[src/rtl/line_fill_engine_if.sv]
// Line fill engine bus bundle: cache request/response plus AXI read channels.
// master = engine side, slave = cache/memory side.
interface line_fill_engine_if #(
  parameter int ID_WIDTH   = 13,
  parameter int ADDR_WIDTH = 64,
  parameter int DATA_WIDTH = 64,
  parameter int BEATS      = 16
);
  localparam int LINE_W = DATA_WIDTH * BEATS;

  logic                  req_valid;
  logic                  req_ready;
  logic [ADDR_WIDTH-1:0] req_addr;
  logic                  resp_valid;
  logic                  resp_ready;
  logic [LINE_W-1:0]     resp_data;
  logic                  resp_error;

  logic [ID_WIDTH-1:0]   m_axi_arid;
  logic [ADDR_WIDTH-1:0] m_axi_araddr;
  logic [7:0]            m_axi_arlen;
  logic [2:0]            m_axi_arsize;
  logic [1:0]            m_axi_arburst;
  logic                  m_axi_arlock;
  logic [3:0]            m_axi_arcache;
  logic [2:0]            m_axi_arprot;
  logic                  m_axi_arvalid;
  logic                  m_axi_arready;

  logic [ID_WIDTH-1:0]   m_axi_rid;
  logic [DATA_WIDTH-1:0] m_axi_rdata;
  logic [1:0]            m_axi_rresp;
  logic                  m_axi_rlast;
  logic                  m_axi_rvalid;
  logic                  m_axi_rready;

  modport master (
    input  req_valid, req_addr, resp_ready,
    input  m_axi_arready,
    input  m_axi_rid, m_axi_rdata, m_axi_rresp,
    input  m_axi_rlast, m_axi_rvalid,
    output req_ready, resp_valid, resp_data, resp_error,
    output m_axi_arid, m_axi_araddr, m_axi_arlen,
    output m_axi_arsize, m_axi_arburst, m_axi_arlock,
    output m_axi_arcache, m_axi_arprot, m_axi_arvalid,
    output m_axi_rready
  );

  modport slave (
    output req_valid, req_addr, resp_ready,
    output m_axi_arready,
    output m_axi_rid, m_axi_rdata, m_axi_rresp,
    output m_axi_rlast, m_axi_rvalid,
    input  req_ready, resp_valid, resp_data, resp_error,
    input  m_axi_arid, m_axi_araddr, m_axi_arlen,
    input  m_axi_arsize, m_axi_arburst, m_axi_arlock,
    input  m_axi_arcache, m_axi_arprot, m_axi_arvalid,
    input  m_axi_rready
  );
endinterface

[src/rtl/line_fill_engine.sv]
// Cache line fill engine: one outstanding AXI INCR burst per line miss.
// Ports: clk, reset (sync, active-high), bus (line_fill_engine_if.master).
module line_fill_engine #(
  parameter int ID_WIDTH   = 13,
  parameter int ADDR_WIDTH = 64,
  parameter int DATA_WIDTH = 64,
  parameter int BEATS      = 16
) (
  input  logic                clk,
  input  logic                reset,
  line_fill_engine_if.master  bus
);
  localparam int LINE_W = DATA_WIDTH * BEATS;
  localparam int OFF    = $clog2(DATA_WIDTH / 8 * BEATS);
  localparam int CW     = (BEATS > 1) ? $clog2(BEATS) : 1;
  localparam logic [CW-1:0] LAST = CW'(BEATS - 1);

  typedef enum logic [1:0] {
    S_IDLE, S_ADDR, S_DATA, S_RESP
  } state_t;

  state_t                r_state;
  logic                  r_req_ready;
  logic                  r_arvalid;
  logic                  r_rready;
  logic                  r_resp_valid;
  logic                  r_resp_error;
  logic                  r_err;
  logic [ADDR_WIDTH-1:0] r_addr;
  logic [CW-1:0]         r_cnt;
  logic [LINE_W-1:0]     r_line;

  logic w_beat;
  logic w_last;
  logic w_bad;
  logic w_unused;

  // rready is only ever high in DATA, so stray rvalid is dropped.
  assign w_beat = r_rready & bus.m_axi_rvalid;
  assign w_last = (r_cnt == LAST);
  // rlast must coincide exactly with the final counted beat.
  assign w_bad  = (bus.m_axi_rresp != 2'b00)
                | (bus.m_axi_rlast != w_last);

  assign w_unused = ^{bus.m_axi_rid, bus.req_addr[OFF-1:0]};

  always_ff @(posedge clk) begin
    if (reset) begin
      r_state      <= S_IDLE;
      r_req_ready  <= 1'b1;
      r_arvalid    <= 1'b0;
      r_rready     <= 1'b0;
      r_resp_valid <= 1'b0;
      r_resp_error <= 1'b0;
      r_err        <= 1'b0;
      r_addr       <= '0;
      r_cnt        <= '0;
      r_line       <= '0;
    end else begin
      unique case (r_state)
        S_IDLE: begin
          if (bus.req_valid) begin
            r_addr      <= {bus.req_addr[ADDR_WIDTH-1:OFF],
                            OFF'(0)};
            r_cnt       <= '0;
            r_err       <= 1'b0;
            r_req_ready <= 1'b0;
            r_arvalid   <= 1'b1;
            r_state     <= S_ADDR;
          end
        end
        S_ADDR: begin
          if (bus.m_axi_arready) begin
            r_arvalid <= 1'b0;
            r_rready  <= 1'b1;
            r_state   <= S_DATA;
          end
        end
        S_DATA: begin
          if (w_beat) begin
            r_line[r_cnt*DATA_WIDTH +: DATA_WIDTH]
              <= bus.m_axi_rdata;
            r_err <= r_err | w_bad;
            // Beat count alone ends the burst.
            if (w_last) begin
              r_rready     <= 1'b0;
              r_resp_valid <= 1'b1;
              r_resp_error <= r_err | w_bad;
              r_state      <= S_RESP;
            end else begin
              r_cnt <= r_cnt + 1'b1;
            end
          end
        end
        S_RESP: begin
          // IDLE is re-entered before any new request is taken.
          if (bus.resp_ready) begin
            r_resp_valid <= 1'b0;
            r_resp_error <= 1'b0;
            r_req_ready  <= 1'b1;
            r_state      <= S_IDLE;
          end
        end
        default: r_state <= S_IDLE;
      endcase
    end
  end

  assign bus.req_ready     = r_req_ready;
  assign bus.resp_valid    = r_resp_valid;
  assign bus.resp_error    = r_resp_error;
  assign bus.resp_data     = r_line;
  assign bus.m_axi_arid    = '0;
  assign bus.m_axi_araddr  = r_addr;
  assign bus.m_axi_arlen   = 8'(BEATS - 1);
  assign bus.m_axi_arsize  = 3'($clog2(DATA_WIDTH / 8));
  assign bus.m_axi_arburst = 2'b01;
  assign bus.m_axi_arlock  = 1'b0;
  assign bus.m_axi_arcache = 4'b0011;
  assign bus.m_axi_arprot  = 3'b000;
  assign bus.m_axi_arvalid = r_arvalid;
  assign bus.m_axi_rready  = r_rready;
endmodule

[src/flat_wrapper.sv]
// flat-port wrapper written by rule: the top's interface ports become plain ports
module line_fill_engine_flat 
#(
  parameter int ID_WIDTH   = 13,
  parameter int ADDR_WIDTH = 64,
  parameter int DATA_WIDTH = 64,
  parameter int BEATS      = 16
)
  (clk, reset, bus_req_valid, bus_req_addr, bus_resp_ready, bus_m_axi_arready, bus_m_axi_rid, bus_m_axi_rdata, bus_m_axi_rresp, bus_m_axi_rlast, bus_m_axi_rvalid, bus_req_ready, bus_resp_valid, bus_resp_data, bus_resp_error, bus_m_axi_arid, bus_m_axi_araddr, bus_m_axi_arlen, bus_m_axi_arsize, bus_m_axi_arburst, bus_m_axi_arlock, bus_m_axi_arcache, bus_m_axi_arprot, bus_m_axi_arvalid, bus_m_axi_rready);
  line_fill_engine_if #(.ID_WIDTH(ID_WIDTH), .ADDR_WIDTH(ADDR_WIDTH), .DATA_WIDTH(DATA_WIDTH), .BEATS(BEATS)) bus_i ();
  input  logic clk;
  input  logic reset;
  input wire logic [$bits(bus_i.req_valid)-1:0] bus_req_valid;
  input wire logic [$bits(bus_i.req_addr)-1:0] bus_req_addr;
  input wire logic [$bits(bus_i.resp_ready)-1:0] bus_resp_ready;
  input wire logic [$bits(bus_i.m_axi_arready)-1:0] bus_m_axi_arready;
  input wire logic [$bits(bus_i.m_axi_rid)-1:0] bus_m_axi_rid;
  input wire logic [$bits(bus_i.m_axi_rdata)-1:0] bus_m_axi_rdata;
  input wire logic [$bits(bus_i.m_axi_rresp)-1:0] bus_m_axi_rresp;
  input wire logic [$bits(bus_i.m_axi_rlast)-1:0] bus_m_axi_rlast;
  input wire logic [$bits(bus_i.m_axi_rvalid)-1:0] bus_m_axi_rvalid;
  output wire logic [$bits(bus_i.req_ready)-1:0] bus_req_ready;
  output wire logic [$bits(bus_i.resp_valid)-1:0] bus_resp_valid;
  output wire logic [$bits(bus_i.resp_data)-1:0] bus_resp_data;
  output wire logic [$bits(bus_i.resp_error)-1:0] bus_resp_error;
  output wire logic [$bits(bus_i.m_axi_arid)-1:0] bus_m_axi_arid;
  output wire logic [$bits(bus_i.m_axi_araddr)-1:0] bus_m_axi_araddr;
  output wire logic [$bits(bus_i.m_axi_arlen)-1:0] bus_m_axi_arlen;
  output wire logic [$bits(bus_i.m_axi_arsize)-1:0] bus_m_axi_arsize;
  output wire logic [$bits(bus_i.m_axi_arburst)-1:0] bus_m_axi_arburst;
  output wire logic [$bits(bus_i.m_axi_arlock)-1:0] bus_m_axi_arlock;
  output wire logic [$bits(bus_i.m_axi_arcache)-1:0] bus_m_axi_arcache;
  output wire logic [$bits(bus_i.m_axi_arprot)-1:0] bus_m_axi_arprot;
  output wire logic [$bits(bus_i.m_axi_arvalid)-1:0] bus_m_axi_arvalid;
  output wire logic [$bits(bus_i.m_axi_rready)-1:0] bus_m_axi_rready;
  assign bus_i.req_valid = bus_req_valid;
  assign bus_i.req_addr = bus_req_addr;
  assign bus_i.resp_ready = bus_resp_ready;
  assign bus_i.m_axi_arready = bus_m_axi_arready;
  assign bus_i.m_axi_rid = bus_m_axi_rid;
  assign bus_i.m_axi_rdata = bus_m_axi_rdata;
  assign bus_i.m_axi_rresp = bus_m_axi_rresp;
  assign bus_i.m_axi_rlast = bus_m_axi_rlast;
  assign bus_i.m_axi_rvalid = bus_m_axi_rvalid;
  assign bus_req_ready = bus_i.req_ready;
  assign bus_resp_valid = bus_i.resp_valid;
  assign bus_resp_data = bus_i.resp_data;
  assign bus_resp_error = bus_i.resp_error;
  assign bus_m_axi_arid = bus_i.m_axi_arid;
  assign bus_m_axi_araddr = bus_i.m_axi_araddr;
  assign bus_m_axi_arlen = bus_i.m_axi_arlen;
  assign bus_m_axi_arsize = bus_i.m_axi_arsize;
  assign bus_m_axi_arburst = bus_i.m_axi_arburst;
  assign bus_m_axi_arlock = bus_i.m_axi_arlock;
  assign bus_m_axi_arcache = bus_i.m_axi_arcache;
  assign bus_m_axi_arprot = bus_i.m_axi_arprot;
  assign bus_m_axi_arvalid = bus_i.m_axi_arvalid;
  assign bus_m_axi_rready = bus_i.m_axi_rready;
  line_fill_engine #(.ID_WIDTH(ID_WIDTH), .ADDR_WIDTH(ADDR_WIDTH), .DATA_WIDTH(DATA_WIDTH), .BEATS(BEATS)) u_core (.clk(clk), .reset(reset), .bus(bus_i));
endmodule
[config.mk]
export PLATFORM = sky130hd
export DESIGN_NAME = line_fill_engine_flat
export DESIGN_NICKNAME = d
export VERILOG_FILES = /design/src/rtl/line_fill_engine_if.sv /design/src/rtl/line_fill_engine.sv /design/src/flat_wrapper.sv
export SDC_FILE = /design/constraint.sdc
export NUM_CORES = 2
export LEC_CHECK = 0
export ABC_AREA = 1
export CORE_AREA = 5 5 494 496
export DETAILED_ROUTE_END_ITERATION = 10
export DIE_AREA = 0 0 499 501
export PLACE_DENSITY_LB_ADDON = 0.05
export SKIP_LAST_GASP = 1
export SYNTH_ARGS = -nofsm -noshare
export SYNTH_HDL_FRONTEND = slang
export SYNTH_SLANG_ARGS = --single-unit
export TNS_END_PERCENT = 10
[constraint.sdc]
create_clock -name clk -period 2.3 [get_ports clk]
set_input_delay 0.69 -clock clk [delete_from_list [all_inputs] [get_ports clk]]
set_output_delay 0.69 -clock clk [all_outputs]
set_load 0.005 [all_outputs]
==> metrics.json <==
{
  "clocking": {
    "htree_num_levels": 4,
    "clock_latency_ns": 0.83,
    "cts_tree": "built",
    "cts_num_sinks": 1093,
    "cts-buffers-inserted": 149,
    "clockBufferDepth": 3,
    "clock-root-buffer": "sky130_fd_sc_hd__clkbuf_16",
    "worst_setup_hold_path_clk_slew_ns": 0.06
  },
  "status": {
    "violated_checks": "negative setup slack",
    "run_status": "finished, violations left"
  },
  "placement": {
    "dp_worst_setup_slack_ns": -0.960,
    "place_congestion": 0.840,
    "dp_hpwl_um": 250000,
    "buffer_ports.inserted": 1215
  },
  "worst_setup_path": {
    "reg2reg_depth": 10,
    "critical_path.max_fanout": 2,
    "crit_path_end_kind": "output pin",
    "worst_path_max_delay_cell": "sky130_fd_sc_hd__clkdlybuf4s50_1",
    "startpoint": "u_core.bus.resp_data[496]$_SDFFE_PP0P_",
    "worstReg2RegEnd": "u_core.bus.resp_data[315]$_SDFFE_PP0P_",
    "biggest_cell_delay_along_the_critical_path_ns": 0.67,
    "worstPathArrival_ns": 1.82,
    "timing.critical_path.from_type": "flip-flop",
    "crit_chain": "clkdlybuf4s50_1",
    "timing.critical_path.required_ns": 1.61,
    "timing.reg2reg.setup_slack_ns": -0.12,
    "r2r_start": "u_core.r_cnt[1]$_SDFFE_PP0P_",
    "crit_buf_inv": 1,
    "crit_family": "buffers and inverters",
    "crit_type": "reg2out"
  },
  "hold_path": {
    "min-delay-start": "reset",
    "min_delay_path_depth": 4,
    "hold_crit_class": "in2reg",
    "worstHoldEndpoint": "u_core.bus.resp_data[962]$_SDFFE_PP0P_"
  },
  "timing": {
    "timing_worst_slew_pin_value_ns": 0.967,
    "timing.final.setup_violations": 861,
    "timing.final.crit_share": 1.09,
    "sum_of_negative_setup_slack_ns": -70.72,
    "final-hold-violation-count": 0,
    "finalWorstPathRequiredPeriod_ns": 2.51,
    "max_freq_mhz": 399,
    "max_slew_headroom": 0.351,
    "grt_setup_unrepaired": "true",
    "final_critical_path_setup_slack_ns": -0.205,
    "finalMaxSlewViolations": 0,
    "clock-skew-final_ns": 0.0263
  },
  "yosys": {
    "synth_async_sr_flop_share": 0,
    "synth_top_cells_by_area": "sky130_fd_sc_hd__dfxtp_1 (47%), sky130_fd_sc_hd__nor2_1 (17%), sky130_fd_sc_hd__nand2_1 (9.9%), sky130_fd_sc_hd__o21ai_0 (6.1%), sky130_fd_sc_hd__nor3_1 (4.6%)",
    "gate_count_post_synth": 7018,
    "sequential_element_share_of_the_synthesized_area": 0.468,
    "synth_top_area_cell": "sky130_fd_sc_hd__dfxtp_1",
    "yosysMostFrequentCell": "sky130_fd_sc_hd__nor2_1",
    "synth.ff_latch_count": 1093,
    "synth_warnings": 0,
    "synthDistinctLibCells": 30,
    "synth_top_flop_cell": "sky130_fd_sc_hd__dfxtp_1",
    "mean_area_per_synthesized_cell_um2": 6.66,
    "ys_top_cells_by_count": "sky130_fd_sc_hd__nor2_1 (2116), sky130_fd_sc_hd__nand2_1 (1229), sky130_fd_sc_hd__dfxtp_1 (1093)",
    "syn_area_um2": 46700,
    "synth_top_cell_area_share": 0.468,
    "number_of_synthesized_flops_with_an_enable_pin": 0
  },
  "floorplanning": {
    "core_area_um2": 239000,
    "core.rowCount": 180,
    "io_pins": 1277,
    "die_w_um": 499,
    "start_util": 0.195,
    "die_y_um": 501,
    "die_area_um2": 250000
  },
  "pwr": {
    "peak_supply_drop_uv": 577,
    "power_density_nw_per_um2": 762,
    "cell_leakage_power_nw": 32.5,
    "finalPower_w": 0.0572
  },
  "final_layout": {
    "layout-area-overhead-vs-synth_pct": 60.6,
    "post_route_cells_drive_above_1_share": 0.139,
    "filler_cell_count": 26142,
    "fin_nets": 8705
  },
  "detailed_routing": {
    "number_of_drc_markers_after_the_initial_detailed_route_iteration": 3673,
    "antenna_violating_nets_post_route": 0,
    "route.detailed.drc": 0,
    "drt-wirelength-per-cell_um": 28.7,
    "first_pass_iteration_count_of_the_detailed_router": 5,
    "vias": 52939,
    "wirelength_um": 340000,
    "via_per_inst": 4.46
  },
  "global_route": {
    "gr-usage-all-layers": 0.257,
    "initial_antenna_violation_count": 48,
    "grt-ovfl-total": 0,
    "first_pass_grt_wire_length_um": 450000,
    "largest_net_degree_at_the_start_of_global_routing": 104,
    "grt_pass1_vias": 51351
  },
  "job": {
    "max_cap_viol_count": 0
  }
}
worst max-delay path by stage:
stage                                        endpoint  slack, ns  depth (start not counted)
2_1_floorplan  u_core.bus.resp_data[705]$_SDFFE_PP0P_       0.02                         12
6_report                           bus_resp_data[496]      -0.21                          1
3_3_place_gp   u_core.bus.resp_data[847]$_SDFFE_PP0P_      -0.97                          8
4_1_cts                            bus_resp_data[127]      -0.27                          1
5_1_grt                            bus_resp_data[842]      -0.21                          1
3_5_place_dp   u_core.bus.resp_data[847]$_SDFFE_PP0P_      -0.96                          8
final cells by class:
cell class,count,area (um^2),area share
Antenna cell,12,30.0,0.000400
Clock buffer,232,4520,0.0602
Clock inverter,33,464,0.00618
Inverter,285,1130,0.0151
Multi-Input combinational cell,5060,21700,0.289
Sequential cell,1093,22000,0.294
Tap cell,3185,3990,0.0531
Timing Repair Buffer,1959,21200,0.282
state kept, by name, indices dropped and copies added (netlist names):
name / flops
u_core.bus.m_axi_araddr: 57
u_core.bus.m_axi_arvalid: 1
u_core.bus.m_axi_rready: 1
u_core.bus.req_ready: 1
u_core.bus.resp_data: 1024
u_core.bus.resp_error: 1
u_core.bus.resp_valid: 1
u_core.r_cnt: 4
u_core.r_err: 1
u_core.r_state: 2
report_power, final:
group	total, W	internal (W)	switching (W)	leakage (nW)
clock network	0.0240	0.0141	0.00990	2.43
logic	0.0137	0.00450	0.00917	21.2
registers	0.0195	0.0193	0.000209	8.86
repair_timing:
| item | in CTS | in global routing |
|---|---|---|
| pin swaps | 5 | 15 |
| buffers inserted | 4 | 34 |
| hold buffers | 0 | 0 |
| resized for setup | 243 | 301 |
| gates cloned | 9 | 18 |
| setup endpoints to repair | 1829 | 1988 |
cells in the final DEF, fill, tap and decap left out, types with 243 or more instances in the layout:
| master | instances |
|---|---|
| sky130_fd_sc_hd__inv_1 | 265 |
| sky130_fd_sc_hd__nand2_1 | 1218 |
| sky130_fd_sc_hd__o21ai_0 | 557 |
| sky130_fd_sc_hd__dfxtp_1 | 1005 |
| sky130_fd_sc_hd__nor3_1 | 409 |
| sky130_fd_sc_hd__nand3_1 | 297 |
| sky130_fd_sc_hd__nor2_1 | 2104 |
| sky130_fd_sc_hd__buf_4 | 497 |
| sky130_fd_sc_hd__a21oi_1 | 243 |
| sky130_fd_sc_hd__clkdlybuf4s50_1 | 929 |
routing by layer:
layer | wire length, um | track usage | vias up
met1 | 147000 | 0.325 | 25656
met4 | 11900 | 0.0816 | 4
met2 | 157000 | 0.423 | 1633
met5 | 27 | 0 | -
met3 | 23400 | 0.0713 | 362
li1 | - | - | 25284
logic make-up (layout without fill, tap and decap cells):
logic type	after synthesis	in the layout	share of synthesized area
AOI/OAI and AO/OA	867	867	0.0929
DFF	1093	1093	0.468
buffers and inverters	905	2509	0.0800
other	2	53	0.000161
and+or+nand+nor	4143	4144	0.357
adders and majority gates	7	7	0.00187
xor gates and xnor gates	1	1	0.000187
metrics by stage:
stage	util	hold slack, ns	instance area (um^2)	std cells
2_1_floorplan	-	0.446	46900	7057
6_report	0.314	0.296	75100	11859
5_1_grt	0.314	0.267	75000	11853
4_1_cts	0.307	0.224	73500	11796
3_5_place_dp	0.284	0.452	68000	11518
3_3_place_gp	0.284	0.446	68000	11518
Power figures use the tool's default switching activity.
